**src/rtl/mem_arbiter_pkg.sv**
```systemverilog
// mem_arbiter_pkg: owner encoding and default widths shared by the arbiter, its interface and bench
package mem_arbiter_pkg;
  localparam int ADDR_W = 16;
  localparam int DATA_W = 16;
  typedef enum logic [1:0] {OWN_NONE, OWN_FETCH, OWN_LS} owner_e;
endpackage

```
**src/rtl/mem_arbiter_if.sv**
```systemverilog
// mem_arbiter_if: requester, memory-port and debug signals; slave = arbiter side, master = requesters + memory side
interface mem_arbiter_if #(
  parameter int ADDR_W = mem_arbiter_pkg::ADDR_W,
  parameter int DATA_W = mem_arbiter_pkg::DATA_W
);
  logic              fetch_req;
  logic [ADDR_W-1:0] fetch_addr;
  logic              fetch_gnt;
  logic              fetch_rvalid;
  logic [DATA_W-1:0] fetch_rdata;
  logic              ls_req;
  logic              ls_we;
  logic [ADDR_W-1:0] ls_addr;
  logic [DATA_W-1:0] ls_wdata;
  logic              ls_gnt;
  logic              ls_rvalid;
  logic [DATA_W-1:0] ls_rdata;
  logic              mem_en;
  logic              mem_we;
  logic [ADDR_W-1:0] mem_addr;
  logic [DATA_W-1:0] mem_wdata;
  logic [DATA_W-1:0] mem_rdata;
  logic [3:0]        starve_cnt;
  modport slave (
    input  fetch_req, fetch_addr, ls_req, ls_we, ls_addr, ls_wdata, mem_rdata,
    output fetch_gnt, fetch_rvalid, fetch_rdata, ls_gnt, ls_rvalid, ls_rdata,
           mem_en, mem_we, mem_addr, mem_wdata, starve_cnt
  );
  modport master (
    output fetch_req, fetch_addr, ls_req, ls_we, ls_addr, ls_wdata, mem_rdata,
    input  fetch_gnt, fetch_rvalid, fetch_rdata, ls_gnt, ls_rvalid, ls_rdata,
           mem_en, mem_we, mem_addr, mem_wdata, starve_cnt
  );
endinterface

```
**src/rtl/mem_arbiter.sv**
```systemverilog
// mem_arbiter: fetch vs load/store arbiter onto one sync memory port with fetch anti-starvation; ports clk, reset_n, bus (mem_arbiter_if.slave)
module mem_arbiter #(
  parameter int ADDR_W     = mem_arbiter_pkg::ADDR_W,
  parameter int DATA_W     = mem_arbiter_pkg::DATA_W,
  parameter int STARVE_MAX = 4
) (
  input  logic           clk,
  input  logic           reset_n,
  mem_arbiter_if.slave   bus
);
  import mem_arbiter_pkg::*;
  logic [3:0]        r_starve;
  logic [3:0]        w_starve_nxt;
  owner_e            r_owner;
  owner_e            w_owner_nxt;
  logic              w_freq;
  logic              w_lreq;
  logic              w_fgnt;
  logic              w_lgnt;
  logic              w_force;
  logic [ADDR_W-1:0] w_addr;
  logic [DATA_W-1:0] w_rdata;
  always_comb begin
    w_freq       = reset_n & bus.fetch_req;
    w_lreq       = reset_n & bus.ls_req;
    w_force      = r_starve == 4'(STARVE_MAX);
    w_fgnt       = w_freq & (~w_lreq | w_force);
    w_lgnt       = w_lreq & ~w_fgnt;
    w_addr       = w_fgnt ? bus.fetch_addr : bus.ls_addr;
    w_starve_nxt = (w_freq & ~w_fgnt) ? (w_force ? r_starve : r_starve + 4'd1) : 4'd0;
    w_owner_nxt  = w_fgnt ? OWN_FETCH : (w_lgnt & ~bus.ls_we) ? OWN_LS : OWN_NONE;
  end
  always_ff @(posedge clk or negedge reset_n) begin
    if (!reset_n) begin
      r_starve <= '0;
      r_owner  <= OWN_NONE;
    end else begin
      r_starve <= w_starve_nxt;
      r_owner  <= w_owner_nxt;
    end
  end
  assign w_rdata          = bus.mem_rdata;
  assign bus.fetch_gnt    = w_fgnt;
  assign bus.ls_gnt       = w_lgnt;
  assign bus.mem_en       = w_fgnt | w_lgnt;
  assign bus.mem_we       = w_lgnt & bus.ls_we;
  assign bus.mem_addr     = w_addr;
  assign bus.mem_wdata    = bus.ls_wdata;
  assign bus.fetch_rdata  = w_rdata;
  assign bus.ls_rdata     = w_rdata;
  assign bus.fetch_rvalid = r_owner == OWN_FETCH;
  assign bus.ls_rvalid    = r_owner == OWN_LS;
  assign bus.starve_cnt   = r_starve;
endmodule

```
**src/flat_wrapper.sv**
```systemverilog
// flat-port wrapper written by rule: the top's interface ports become plain ports
module mem_arbiter_flat import mem_arbiter_pkg::*;
#(
  parameter int ADDR_W     = mem_arbiter_pkg::ADDR_W,
  parameter int DATA_W     = mem_arbiter_pkg::DATA_W,
  parameter int STARVE_MAX = 4
)
  (clk, reset_n, bus_fetch_req, bus_fetch_addr, bus_ls_req, bus_ls_we, bus_ls_addr, bus_ls_wdata, bus_mem_rdata, bus_fetch_gnt, bus_fetch_rvalid, bus_fetch_rdata, bus_ls_gnt, bus_ls_rvalid, bus_ls_rdata, bus_mem_en, bus_mem_we, bus_mem_addr, bus_mem_wdata, bus_starve_cnt);
  mem_arbiter_if #(.ADDR_W(ADDR_W), .DATA_W(DATA_W)) bus_i ();
  input  logic clk;
  input  logic reset_n;
  input wire logic [$bits(bus_i.fetch_req)-1:0] bus_fetch_req;
  input wire logic [$bits(bus_i.fetch_addr)-1:0] bus_fetch_addr;
  input wire logic [$bits(bus_i.ls_req)-1:0] bus_ls_req;
  input wire logic [$bits(bus_i.ls_we)-1:0] bus_ls_we;
  input wire logic [$bits(bus_i.ls_addr)-1:0] bus_ls_addr;
  input wire logic [$bits(bus_i.ls_wdata)-1:0] bus_ls_wdata;
  input wire logic [$bits(bus_i.mem_rdata)-1:0] bus_mem_rdata;
  output wire logic [$bits(bus_i.fetch_gnt)-1:0] bus_fetch_gnt;
  output wire logic [$bits(bus_i.fetch_rvalid)-1:0] bus_fetch_rvalid;
  output wire logic [$bits(bus_i.fetch_rdata)-1:0] bus_fetch_rdata;
  output wire logic [$bits(bus_i.ls_gnt)-1:0] bus_ls_gnt;
  output wire logic [$bits(bus_i.ls_rvalid)-1:0] bus_ls_rvalid;
  output wire logic [$bits(bus_i.ls_rdata)-1:0] bus_ls_rdata;
  output wire logic [$bits(bus_i.mem_en)-1:0] bus_mem_en;
  output wire logic [$bits(bus_i.mem_we)-1:0] bus_mem_we;
  output wire logic [$bits(bus_i.mem_addr)-1:0] bus_mem_addr;
  output wire logic [$bits(bus_i.mem_wdata)-1:0] bus_mem_wdata;
  output wire logic [$bits(bus_i.starve_cnt)-1:0] bus_starve_cnt;
  assign bus_i.fetch_req = bus_fetch_req;
  assign bus_i.fetch_addr = bus_fetch_addr;
  assign bus_i.ls_req = bus_ls_req;
  assign bus_i.ls_we = bus_ls_we;
  assign bus_i.ls_addr = bus_ls_addr;
  assign bus_i.ls_wdata = bus_ls_wdata;
  assign bus_i.mem_rdata = bus_mem_rdata;
  assign bus_fetch_gnt = bus_i.fetch_gnt;
  assign bus_fetch_rvalid = bus_i.fetch_rvalid;
  assign bus_fetch_rdata = bus_i.fetch_rdata;
  assign bus_ls_gnt = bus_i.ls_gnt;
  assign bus_ls_rvalid = bus_i.ls_rvalid;
  assign bus_ls_rdata = bus_i.ls_rdata;
  assign bus_mem_en = bus_i.mem_en;
  assign bus_mem_we = bus_i.mem_we;
  assign bus_mem_addr = bus_i.mem_addr;
  assign bus_mem_wdata = bus_i.mem_wdata;
  assign bus_starve_cnt = bus_i.starve_cnt;
  mem_arbiter #(.ADDR_W(ADDR_W), .DATA_W(DATA_W), .STARVE_MAX(STARVE_MAX)) u_core (.clk(clk), .reset_n(reset_n), .bus(bus_i));
endmodule
```
**config.mk**
```make
export PLATFORM = sky130hd
export DESIGN_NAME = mem_arbiter_flat
export DESIGN_NICKNAME = d
export VERILOG_FILES = /design/src/rtl/mem_arbiter_pkg.sv /design/src/rtl/mem_arbiter_if.sv /design/src/rtl/mem_arbiter.sv /design/src/flat_wrapper.sv
export SDC_FILE = /design/constraint.sdc
export NUM_CORES = 1
export LEC_CHECK = 0
export CELL_PAD_IN_SITES_DETAIL_PLACEMENT = 0
export CELL_PAD_IN_SITES_GLOBAL_PLACEMENT = 1
export CORE_MARGIN = 10
export CORE_UTILIZATION = 14
export DETAILED_ROUTE_END_ITERATION = 12
export GPL_ROUTABILITY_DRIVEN = 0
export GPL_TIMING_DRIVEN = 0
export PLACE_DENSITY_LB_ADDON = 0.05
export RECOVER_POWER = 25
export SLEW_MARGIN = 10
export SYNTH_ARGS = -nofsm -noshare
export SYNTH_HDL_FRONTEND = slang
export SYNTH_SLANG_ARGS = --single-unit
```
**constraint.sdc**
```tcl
create_clock -name clk -period 2.47 [get_ports clk]
set_clock_uncertainty 0.15 [all_clocks]
set_input_delay 0.6175 -clock clk [delete_from_list [all_inputs] [get_ports clk]]
set_output_delay 0.6175 -clock clk [all_outputs]
set_load 0.05 [all_outputs]
```
==> summary.txt, run 1 <==
Run status
  – Status: finished, violations left
  – Violations in the final reports: negative setup slack

Floorplan
  – I/O pin total: 143
  – Initial Utilization: 14.34%
  – Core Area: 6350 um2
  – Number of cell rows: 29
  – Die width: 100.7 um
  – Area of the die: 10130 um2
  – Vert. Die Dim: 100.7 um

Power and ir drop
  – Leakage: 1.041 nW
  – Power density of the placed cells: 355.5 nW/um2
  – Int Power: 0.0004548 W
  – Switching share of power: 43.72%
  – Peak supply drop: 129.7 uV
  – Comb pwr share: 68.7%
  – Post-layout power: 0.0008082 W
  – Fraction of power consumed by the clock network: 18.6%
  – Sequential share of power: 12.6%
  – Switch Pwr: 0.0003534 W

Worst setup path
  – Worst Reg2Reg Path Length in Cells: 6
  – Slack of the worst reg-to-reg path: 1.00 ns
  – Worst endpoint data arrival time: 1.78 ns
  – Source of the worst register-to-register timing path: u_core.bus.starve_cnt[0]$_DFFE_PN0P_
  – Type of the worst setup path: in -> out
  – Kind of launch point of the worst setup path: input pin
  – Kind of end point of the critical path: output pin
  – Largest driver fanout on the critical path: 6
  – Crit path required time: 1.70 ns
  – R2R Path End: u_core.r_owner[1]$_DFF_PN0_

Logic synthesis
  – Leading post-synthesis cells by cell area: sky130_fd_sc_hd__buf_4 (40%), sky130_fd_sc_hd__dfrtp_1 (16%), sky130_fd_sc_hd__mux2_4 (15%), sky130_fd_sc_hd__mux2_2 (8.7%), sky130_fd_sc_hd__ha_1 (2.7%)
  – Synthesized instance count: 94
  – Flip-flop and latch count after synthesis: 6
  – Cell area after synthesis: 910.9 um2
  – Post-synthesis net count: 165
  – Cell type with the highest aggregate area in the netlist: sky130_fd_sc_hd__buf_4
  – Distinct cell type count after synthesis: 19
  – Top cell type's share of synthesized area: 39.56%
  – Average footprint of a synthesized cell: 9.690 um2
  – Yosys warning total: 0
  – Part of the Yosys area used for sequential elements: 16.48%

Drt
  – Ratio of routed vias to standard cells: 3.545
  – Remaining number of nets flagged by the antenna check after routing: 0
  – Routed wire per std cell: 14.33 um
  – Count of vias placed by the detailed router: 1028
  – First DRT Iteration DRCs: 21
  – Drt drc: 0
  – Length of the first detailed-routing pass in iterations: 2
  – Total Wirelength: 4.156 mm

GRT
  – Global-route wire length before repair: 6.134 mm
  – Global-route congestion overflow total: 0
  – Vias in the first global route: 1183
  – Combined global-route utilization of all metal layers: 7.587%
  – Largest net degree at the start of global routing: 11
  – Initial antenna violation count: 0

STA
  – Final worst-path setup slack: -0.08129 ns
  – Final setup violating endpoints: 16
  – Fin. max-slew vios: 0
  – Final Critical Period: 2.551 ns
  – Worst hold slack: 0.08321 ns
  – RSZ-0062 raised after global routing: true
  – Worst rel slew slack: 64.79%
  – Count of final hold-check violations: 0
  – Ratio of final minimum period to clock period: 103.3%
  – Sum of negative setup slack: -1.054 ns
  – Worst slew pin tran: 0.5264 ns
  – Timing-limited maximum frequency: 392.0 MHz

Run
  – Reported max-cap violation count: 0

Cells and area
  – Count of antenna diodes in the layout: 0
  – Ratio of cells with drive above 1 in the final layout: 48.36%
  – Non-filler cells in the finished layout: 290
  – Layout area overhead: 149.6%
  – Fin nets: 286
  – Finished Cell Area: 2273 um2

Clocking
  – H-tree depth: 1
  – Clock buffer depth: 2
  – Later-pin clock latency in the skew report: 0.23 ns
  – Total number of clock tree sinks: 6
  – Number of CTS-inserted buffers: 3
  – Clock root buffer: sky130_fd_sc_hd__clkbuf_8
  – TritonCTS clock tree: done
  – Clock-pin slew of the registers on the worst-case setup and hold paths: 0.04 ns

Placement
  – Area after DPL: 2125 um2
  – DPL Wire Length: 3.760 mm
  – Number of cells in the design after placement: 281
  – Port buffer count: 110

Hold path
  – Hold Crit Class: in -> async
==> power by group through the flow <==
stage / Combinational, W / Sequential, W / Clock, W
finish: 0.000555 / 0.000102 / 0.000151
global route: 0.000578 / 0.000102 / 0.000163
CTS: 0.000566 / 0.000102 / 0.000156
detailed placement: 0.000534 / 0.000104 / 0
global placement: 0.000533 / 0.000104 / 0
floorplan: 0.000339 / 0.000107 / 0
==> synth_stat cells (all sizes together) <==
master  count
buf        49
mux2       16
dfrtp       6
inv         4
nor2        4
nor2b       3
ha          2
a21oi       1
and2        1
nand2       1
nand3       1
nand3b      1
nand4       1
o211a       1
o21a        1
xnor2       1
xor2        1
==> worst max-delay path, stage by stage <==
cell and delay [ns]:
sky130_fd_sc_hd__dlygate4sd2_1 0.29, sky130_fd_sc_hd__a21oi_4 0.23, sky130_fd_sc_hd__buf_6 0.17, sky130_fd_sc_hd__mux2_4 0.31, sky130_fd_sc_hd__buf_8 0.15
==> per-layer routing <==
layer	wire length, um	global-route usage (%)	vias up	share of wire, %
met5	0	0	-	0
met4	12	0.9783	0	0.29
met3	862	7.202	2	21
met2	2180	13.42	78	52
met1	1101	6.104	456	26
li1	-	-	492	-
==> worst max-delay path by stage <==
| stage | cells past startpoint | from | to |
|---|---|---|---|
| floorplan | 6 | u_core.bus.starve_cnt[1]$_DFFE_PN0P_ | bus_mem_addr[10] |
| global placement | 6 | reset_n | bus_mem_addr[10] |
| detailed placement | 6 | reset_n | bus_mem_addr[12] |
| CTS | 8 | u_core.bus.starve_cnt[1]$_DFFE_PN0P_ | bus_mem_addr[14] |
| global route | 7 | u_core.bus.starve_cnt[0]$_DFFE_PN0P_ | bus_mem_addr[6] |
| finish | 5 | bus_ls_req | bus_mem_addr[6] |
==> cells by family after synthesis <==
logic type	Yosys count	synth area share (%)
flip-flops	6	16.48
buffers and inverters	53	43.41
AO/OA/AOI/OAI	3	3.710
adder cells (fa/ha/maj)	2	2.747
AND/OR/NAND/NOR	12	8.242
multiplexers	16	23.49
XOR/XNOR	2	1.923
==> sequential cells by signal (all words and copies together) (netlist names) <==
signal	cells
u_core.bus.starve_cnt	4
u_core.r_owner	2
==> per-stage QoR <==
| stage | util [%] | setup WS [ns] |
|---|---|---|
| 2_1_floorplan | - | -0.02753 |
| 3_3_place_gp | 33.46 | -1.370 |
| 3_5_place_dp | 33.46 | -1.359 |
| 4_1_cts | 36.30 | -0.1691 |
| 5_1_grt | 35.80 | -0.1751 |
| 6_report | 35.80 | -0.08129 |
==> area by class of cell <==
type / instances / area [um2]
Fill cell: 649 / 4076
Buffer: 48 / 360.3
Tap cell: 77 / 96.34
Sequential cell: 6 / 152.6
Multi-Input combinational cell: 35 / 405.4
Timing Repair Buffer: 117 / 1202
Clock buffer: 3 / 41.29
Inverter: 4 / 15.01
==> placed cells by master, fill, tap and decap left out <==
cell type | Yosys | final
sky130_fd_sc_hd__buf_2 | 0 | 2
sky130_fd_sc_hd__clkbuf_8 | 0 | 3
sky130_fd_sc_hd__buf_4 | 48 | 52
sky130_fd_sc_hd__nand3_1 | 1 | 1
sky130_fd_sc_hd__inv_2 | 0 | 2
sky130_fd_sc_hd__nor2b_1 | 3 | 3
sky130_fd_sc_hd__ha_1 | 2 | 1
sky130_fd_sc_hd__xor2_1 | 1 | 1
sky130_fd_sc_hd__a21oi_4 | 1 | 1
sky130_fd_sc_hd__o21a_1 | 1 | 1
sky130_fd_sc_hd__dlygate4sd2_1 | 0 | 2
sky130_fd_sc_hd__o211a_1 | 1 | 1
sky130_fd_sc_hd__dfrtp_1 | 6 | 4
sky130_fd_sc_hd__buf_8 | 0 | 9
sky130_fd_sc_hd__nor2_1 | 4 | 4
sky130_fd_sc_hd__mux2_4 | 9 | 16
sky130_fd_sc_hd__dfrtp_2 | 0 | 2
sky130_fd_sc_hd__buf_6 | 0 | 9
sky130_fd_sc_hd__nand4_1 | 1 | 1
sky130_fd_sc_hd__ha_4 | 0 | 1
sky130_fd_sc_hd__clkbuf_4 | 0 | 1
sky130_fd_sc_hd__and2_2 | 0 | 1
sky130_fd_sc_hd__nand3b_4 | 1 | 1
sky130_fd_sc_hd__inv_1 | 4 | 2
sky130_fd_sc_hd__nand2_1 | 1 | 1
sky130_fd_sc_hd__clkdlybuf4s50_1 | 0 | 87
sky130_fd_sc_hd__xnor2_1 | 1 | 1
sky130_fd_sc_hd__buf_12 | 1 | 1
sky130_fd_sc_hd__clkbuf_2 | 0 | 2
==> what timing repair did <==
action / CTS / global route
setup endpoints to repair: 20 / 18
pin swaps: 1 / 2
gates cloned: 1 / 0
setup buffers: 5 / 2
hold endpoints to repair: 0 / 0
hold buffers: 0 / 0
gates resized for setup: 149 / 6
Power figures use the tool's default switching activity.
==> run 2, diff against run 1 <==
- GPL_ROUTABILITY_DRIVEN: 0 -> default
==> results of run 2 <==
No change in the layout: final DEF, timing and power equal those of run 1.
